--- config.mk ---
export PLATFORM = sky130hd
export DESIGN_NAME = screen_sequencer_flat
export DESIGN_NICKNAME = d
export VERILOG_FILES = /design/src/rtl/screen_sequencer_if.sv /design/src/rtl/screen_sequencer.sv /design/src/flat_wrapper.sv
export SDC_FILE = /design/constraint.sdc
export NUM_CORES = 1
export LEC_CHECK = 0
export BUFFER_PORTS_ARGS = -buffer_cell sky130_fd_sc_hd__buf_4
export CORE_UTILIZATION = 30
export DETAILED_ROUTE_END_ITERATION = 8
export SYNTH_ARGS = -nofsm -noshare
export SYNTH_HDL_FRONTEND = slang
export SYNTH_SLANG_ARGS = --single-unit
--- constraint.sdc ---
create_clock -name CLOCK_50 -period 2.8 [get_ports CLOCK_50]
set_input_delay 0 -clock CLOCK_50 [delete_from_list [all_inputs] [get_ports CLOCK_50]]
set_output_delay 0 -clock CLOCK_50 [all_outputs]
set_load 0.1 [all_outputs]
--- src/rtl/screen_sequencer_if.sv ---
// Bundles the command, grid-scan and display signals of the screen sequencer.
// slave is the sequencer side; master is the IR/game-core/display side.
interface screen_sequencer_if #(
   parameter int ROWS = 16,
   parameter int COLS = 16
);
   localparam int RW = (ROWS > 1) ? $clog2(ROWS) : 1;

   logic [31:0]          cmd_word;
   logic                 cmd_valid;
   logic                 game_over;
   logic [RW-1:0]        row_addr;
   logic [COLS-1:0]      row_data;
   logic [ROWS*COLS-1:0] disp_grid;
   logic                 frame_update;
   logic                 game_enable;
   logic                 game_reset;
   logic [1:0]           state;

   modport slave (
      input  cmd_word, cmd_valid, game_over, row_data,
      output row_addr, disp_grid, frame_update, game_enable, game_reset, state
   );

   modport master (
      output cmd_word, cmd_valid, game_over, row_data,
      input  row_addr, disp_grid, frame_update, game_enable, game_reset, state
   );
endinterface

--- src/rtl/screen_sequencer.sv ---
// START/PLAY/PAUSE/OVER screen FSM with tear-free row scanner; PAUSE exists only with SCREEN_PAUSE_EN.
// State changes on the edge sampling a command; a frame is published every ROWS cycles; no backpressure.
module screen_sequencer #(
   parameter int                         ROWS       = 16,
   parameter int                         COLS       = 16,
   parameter logic [31:0]                ENTER_CODE = 32'h20DF5AA5,
   parameter logic [31:0]                MENU_CODE  = 32'h20DFC23D,
   parameter logic [ROWS*COLS-1:0]       START_IMG  = '0,
   parameter logic [ROWS*COLS-1:0]       END_IMG    = '0
) (
   input  logic                 CLOCK_50,
   input  logic                 reset_n,
   screen_sequencer_if.slave    bus
);
   localparam int RW = (ROWS > 1) ? $clog2(ROWS) : 1;

`ifdef SCREEN_PAUSE_EN
   localparam bit PAUSE_EN = 1'b1;
`else
   localparam bit PAUSE_EN = 1'b0;
`endif

   typedef enum logic [1:0] {
      ST_START = 2'd0,
      ST_PLAY  = 2'd1,
      ST_PAUSE = 2'd2,
      ST_OVER  = 2'd3
   } state_t;

   state_t                   state_q, state_d;
   logic [RW-1:0]            row_q;
   logic [ROWS-1:0][COLS-1:0] shadow_q, frame_d;
   logic [ROWS*COLS-1:0]     disp_q;
   logic                     frame_upd_q;
   logic                     game_reset_q;
   logic                     enter_cmd, menu_cmd, last_row;

   assign enter_cmd = bus.cmd_valid && (bus.cmd_word == ENTER_CODE);
   assign menu_cmd  = bus.cmd_valid && (bus.cmd_word == MENU_CODE);
   assign last_row  = (row_q == RW'(ROWS - 1));

   always_comb begin
      state_d = state_q;
      case (state_q)
         ST_START: if (enter_cmd) state_d = ST_PLAY;
         ST_PLAY: begin
            if (bus.game_over)               state_d = ST_OVER;
            else if (PAUSE_EN && menu_cmd)   state_d = ST_PAUSE;
         end
         ST_PAUSE: begin
`ifdef SCREEN_PAUSE_EN
            if (bus.game_over)               state_d = ST_OVER;
            else if (menu_cmd || enter_cmd)  state_d = ST_PLAY;
`else
            state_d = ST_START;
`endif
         end
         ST_OVER:  if (enter_cmd) state_d = ST_START;
         default:  state_d = ST_START;
      endcase
   end

   // Completed frame: rows 0..ROWS-2 from the shadow, last row straight from the source.
   always_comb begin
      frame_d           = shadow_q;
      frame_d[ROWS-1]   = bus.row_data;
   end

   always_ff @(posedge CLOCK_50) begin
      if (!reset_n) begin
         state_q      <= ST_START;
         row_q        <= '0;
         shadow_q     <= '0;
         disp_q       <= START_IMG;
         frame_upd_q  <= 1'b0;
         game_reset_q <= 1'b0;
      end else begin
         state_q      <= state_d;
         frame_upd_q  <= 1'b0;
         game_reset_q <= 1'b0;
         if (state_q == ST_START && state_d == ST_PLAY) begin
            game_reset_q <= 1'b1;
            row_q        <= '0;
            shadow_q     <= '0;
         end else if (state_q == ST_PLAY && state_d == ST_PLAY) begin
            shadow_q[row_q] <= bus.row_data;
            if (last_row) begin
               row_q       <= '0;
               disp_q      <= frame_d;
               frame_upd_q <= 1'b1;
            end else begin
               row_q <= row_q + RW'(1);
            end
         end
         // Screen images override any game frame landing on the same edge.
         if (state_d == ST_OVER && state_q != ST_OVER) begin
            disp_q      <= END_IMG;
            frame_upd_q <= 1'b1;
         end
         if (state_d == ST_START && state_q != ST_START) begin
            disp_q      <= START_IMG;
            frame_upd_q <= 1'b1;
         end
      end
   end

   assign bus.row_addr     = row_q;
   assign bus.disp_grid    = disp_q;
   assign bus.frame_update = frame_upd_q;
   assign bus.game_reset   = game_reset_q;
   assign bus.game_enable  = (state_q == ST_PLAY);
   assign bus.state        = state_q;
endmodule

--- src/flat_wrapper.sv ---
// flat-port wrapper written by rule: the top's interface ports become plain ports
module screen_sequencer_flat 
#(
   parameter int                         ROWS       = 16,
   parameter int                         COLS       = 16,
   parameter logic [31:0]                ENTER_CODE = 32'h20DF5AA5,
   parameter logic [31:0]                MENU_CODE  = 32'h20DFC23D,
   parameter logic [ROWS*COLS-1:0]       START_IMG  = '0,
   parameter logic [ROWS*COLS-1:0]       END_IMG    = '0
)
  (CLOCK_50, reset_n, bus_cmd_word, bus_cmd_valid, bus_game_over, bus_row_data, bus_row_addr, bus_disp_grid, bus_frame_update, bus_game_enable, bus_game_reset, bus_state);
  screen_sequencer_if #(.ROWS(ROWS), .COLS(COLS)) bus_i ();
  input  logic CLOCK_50;
  input  logic reset_n;
  input wire logic [$bits(bus_i.cmd_word)-1:0] bus_cmd_word;
  input wire logic [$bits(bus_i.cmd_valid)-1:0] bus_cmd_valid;
  input wire logic [$bits(bus_i.game_over)-1:0] bus_game_over;
  input wire logic [$bits(bus_i.row_data)-1:0] bus_row_data;
  output wire logic [$bits(bus_i.row_addr)-1:0] bus_row_addr;
  output wire logic [$bits(bus_i.disp_grid)-1:0] bus_disp_grid;
  output wire logic [$bits(bus_i.frame_update)-1:0] bus_frame_update;
  output wire logic [$bits(bus_i.game_enable)-1:0] bus_game_enable;
  output wire logic [$bits(bus_i.game_reset)-1:0] bus_game_reset;
  output wire logic [$bits(bus_i.state)-1:0] bus_state;
  assign bus_i.cmd_word = bus_cmd_word;
  assign bus_i.cmd_valid = bus_cmd_valid;
  assign bus_i.game_over = bus_game_over;
  assign bus_i.row_data = bus_row_data;
  assign bus_row_addr = bus_i.row_addr;
  assign bus_disp_grid = bus_i.disp_grid;
  assign bus_frame_update = bus_i.frame_update;
  assign bus_game_enable = bus_i.game_enable;
  assign bus_game_reset = bus_i.game_reset;
  assign bus_state = bus_i.state;
  screen_sequencer #(.ROWS(ROWS), .COLS(COLS), .ENTER_CODE(ENTER_CODE), .MENU_CODE(MENU_CODE), .START_IMG(START_IMG), .END_IMG(END_IMG)) u_core (.CLOCK_50(CLOCK_50), .reset_n(reset_n), .bus(bus_i));
endmodule
==> results.yml <==
timing:
  finalHoldViolCount: 0
  fin_skew_ns: 0.0167
  finalWorstPathRequiredPeriod_ns: 2.46
  final.setup.tns_ns: 0
  setup_slack_ns: 0.344
  fmax_ghz: 0.407
  setup_viol: 0
  finalCritPeriodShare_pct: 87.7
  finalMaxSlewViolations: 0
  rsz0062_at_grt: "false"
  hold_ws_ns: 0.120
  tightestPinTransition_ns: 0.902
  slew_headroom_pct: 39.9
synth:
  yosysMostFrequentCell: "dfxtp_1"
  synthesis.area_um2: 19300
  synth_top_family_by_area: "multiplexers"
  seq_area_frac_synth_pct: 52.2
  muxShareOfSynthArea_pct: 23.2
  synthTopCellsByArea: "dfxtp_1 52%, mux2i_1 23%, nor3b_1 9.9%, nor2_1 3.8%, buf_4 1.6%"
  yosys.area_share.simple_pct: 17.9
  synth-compound-area-share_pct: 1.52
  synth_top_cell_by_area: "dfxtp_1"
  ys.flop_type: "dfxtp_1"
  synth_xor_xnor_area_share_pct: 0.136
  synth_edf_count: 0
  async_flop_share_pct: 0
  synth_top_cell_area_share_pct: 52.2
  yosysWarnings: 0
  synth-seq-cells: 504
  synth_common_cells: "504 x dfxtp_1, 448 x mux2i_1, 256 x nor3b_1"
  syn_nets: 1828
  synth_cells: 1772
  synthAdderAreaFrac_pct: 0.259
  syn_avg_cell_area_um2: 10.9
  yosysUniqueCellTypes: 37
clock_tree:
  cts_root_buf: "clkbuf_16"
  clock_latency_ns: 0.59
  postCtsHoldBufs: 21
  cts_tree: "built"
  cts_buffers: 54
  post_cts_buffers: 0
  cts_resized: 0
  clk_pin_slew_worst_paths_ns: 0.06
  cts_sinks: 504
  clockBufferDepth: 3
  htree_levels: 2
placement:
  io_buffers: 316
  dpl.hpwl_mm: 35.5
  place.gp.congestion: 0.709
  placedCellCount: 2805
  pre_cts_slack_ns: 0.347
critical_path:
  cp_cell_sequence: "ha_1 -> and4bb_2 -> nand2_4 -> buf_12 -> mux2i_1 -> nor3b_1"
  crit-reg2reg-capture: "u_core.bus.disp_grid[147]"
  max_stage_delay_ns: 0.54
  end_kind: "flip-flop"
  reg2reg_from: "u_core.bus.row_addr[0]"
  reg2reg_depth: 6
  cp-start-kind: "flip-flop"
  crit_type: "reg2reg"
  required_ns: 3.30
  slowest_stage: "and4bb_2"
  r2r_slack_ns: 0.34
  cp.arrival_ns: 2.96
  path_max_fanout: 65
  critical-path-top-delay-family: "simple AND/OR/NAND/NOR gates"
  cp_num_buf_inv: 1
global_routing:
  overflow: 0
  first_global_vias: 13700
  grt_max_degree: 178
  antenna_found_initial: 2
  track_usage_pct: 17.5
  grt_pass1_wl_mm: 87.9
cells_and_area:
  fin_nets: 2092
  area_growth_pct: 25.5
  post-route-util_pct: 38.3
  finalNonFillerCells: 2925
  drive_above_1_share_pct: 21.8
  antenna_cells: 0
worst_hold_path:
  whs_endpoint: "u_core.bus.game_reset"
  min_path_cells: 5
  worst_hold_startpoint: "bus_cmd_word[25]"
  hp-class: "in2reg"
run:
  max_cap_violations: 0
detailed_routing:
  drtIter0Drc: 903
  drcViolationCount: 0
  postRouteAntennaNets: 0
  drt_pass1_iterations: 5
  routedWlPerCell_um: 20.2
  viasPerCell: 4.78
  vias: 14000
  wl_mm: 59.0
floorplanning:
  io_pins: 317
  start_util_pct: 30.5
  die_width_um: 256
  die_h_um: 256
  core_um2: 63400
  dieArea_um2: 65500
  rows: 92
pwr:
  p_leak_nw: 11.2
  ir_worst_vdd_uv: 383
  p_per_area_nw_per_um2: 606
run_status:
  outcome: "complete, no violations"
-- worst max-delay path by stage --
stage	slack, ns	depth (start not counted)	to	startpoint
after floorplan	0.24	9	u_core.bus.disp_grid[40]	u_core.bus.row_addr[0]
after global placement	0.43	6	u_core.bus.disp_grid[152]	u_core.bus.row_addr[0]
after global routing	0.14	6	u_core.bus.disp_grid[146]	u_core.bus.row_addr[0]
after detailed placement	0.35	6	u_core.bus.disp_grid[147]	u_core.bus.row_addr[0]
final	0.34	6	u_core.bus.disp_grid[147]	u_core.bus.row_addr[0]
after CTS	0.33	6	u_core.bus.disp_grid[147]	u_core.bus.row_addr[0]
-- layer usage --
layer / vias to the layer above / GRT usage, % / routed length [µm]
li1: 6659 / - / -
met1: 6877 / 22.6 / 26000
met2: 357 / 29.1 / 28100
met3: 94 / 3.51 / 3080
met4: 2 / 6.04 / 1800
met5: - / 0 / 13
-- flip-flops by register name, indices dropped and copies added (netlist names) --
| register | flops |
|---|---|
| u_core.bus.frame_update | 1 |
| u_core.bus.game_reset | 1 |
| u_core.bus.row_addr | 4 |
| u_core.bus.state | 2 |
| u_core.bus.disp_grid | 256 |
| u_core.frame_d | 240 |
-- tightest hold or removal path, delay by kind of cell --
kind / cells / cell delay (ns)
buffers and inverters: 1 / 0.08
and+or+nand+nor: 4 / 0.59
-- logic make-up (layout without fill, tap and decap cells) --
| kind of cell | count (synthesis) | in the layout |
|---|---|---|
| compound gates | 55 | 55 |
| simple gates | 595 | 595 |
| flops | 504 | 504 |
| xor+xnor | 3 | 3 |
| buf+inv | 163 | 470 |
| mux | 448 | 448 |
| fa+ha+maj | 4 | 4 |
-- metrics by stage --
step	cell area [µm²]	total power, mW
2_1_floorplan	19300	7.52
3_3_place_gp	22300	7.74
3_5_place_dp	22300	7.75
4_1_cts	24300	14.9
5_1_grt	24300	15.2
6_report	24300	14.7
-- area by class of cell --
cell class              count  area, µm²
multi-input cells        1105       8360
flip-flops and latches    504      10100
fillers                  6086      39200
clock buffers              78       1530
repair buffers            367       2980
well taps                 846       1060
clock inverters            21        226
inverters                   4       15.0
-- power breakdown --
part	switching (mW)	internal, mW	leakage (nW)	total (mW)
Clock	2.94	4.17	0.874	7.11
Sequential	0.0000000000322	7.17	4.06	7.17
Combinational	0.284	0.149	6.31	0.433
Total	3.22	11.5	11.2	14.7
-- cell usage in the layout (no fill, tap or decap), types with 2 or more instances in the layout --
master           n
nor4bb_1         2
and2_1           2
nand3_2          9
dlygate4sd3_1   21
clkbuf_16       55
inv_6            2
clkinv_4         2
nor2b_2          2
nand3_1         48
buf_12          14
nand2_1         54
nand4_1          3
clkbuf_8         7
nor3b_1        256
and4bb_2         3
ha_1             4
inv_1            4
and4b_1          2
dfxtp_1        504
bufinv_16        4
nor2_1         196
clkbuf_1        16
xnor2_1          2
nor3_1           2
and3_1           4
buf_4          332
mux2i_1        448
a21oi_1         49
clkinv_2        12
Power figures use the tool's default switching activity.
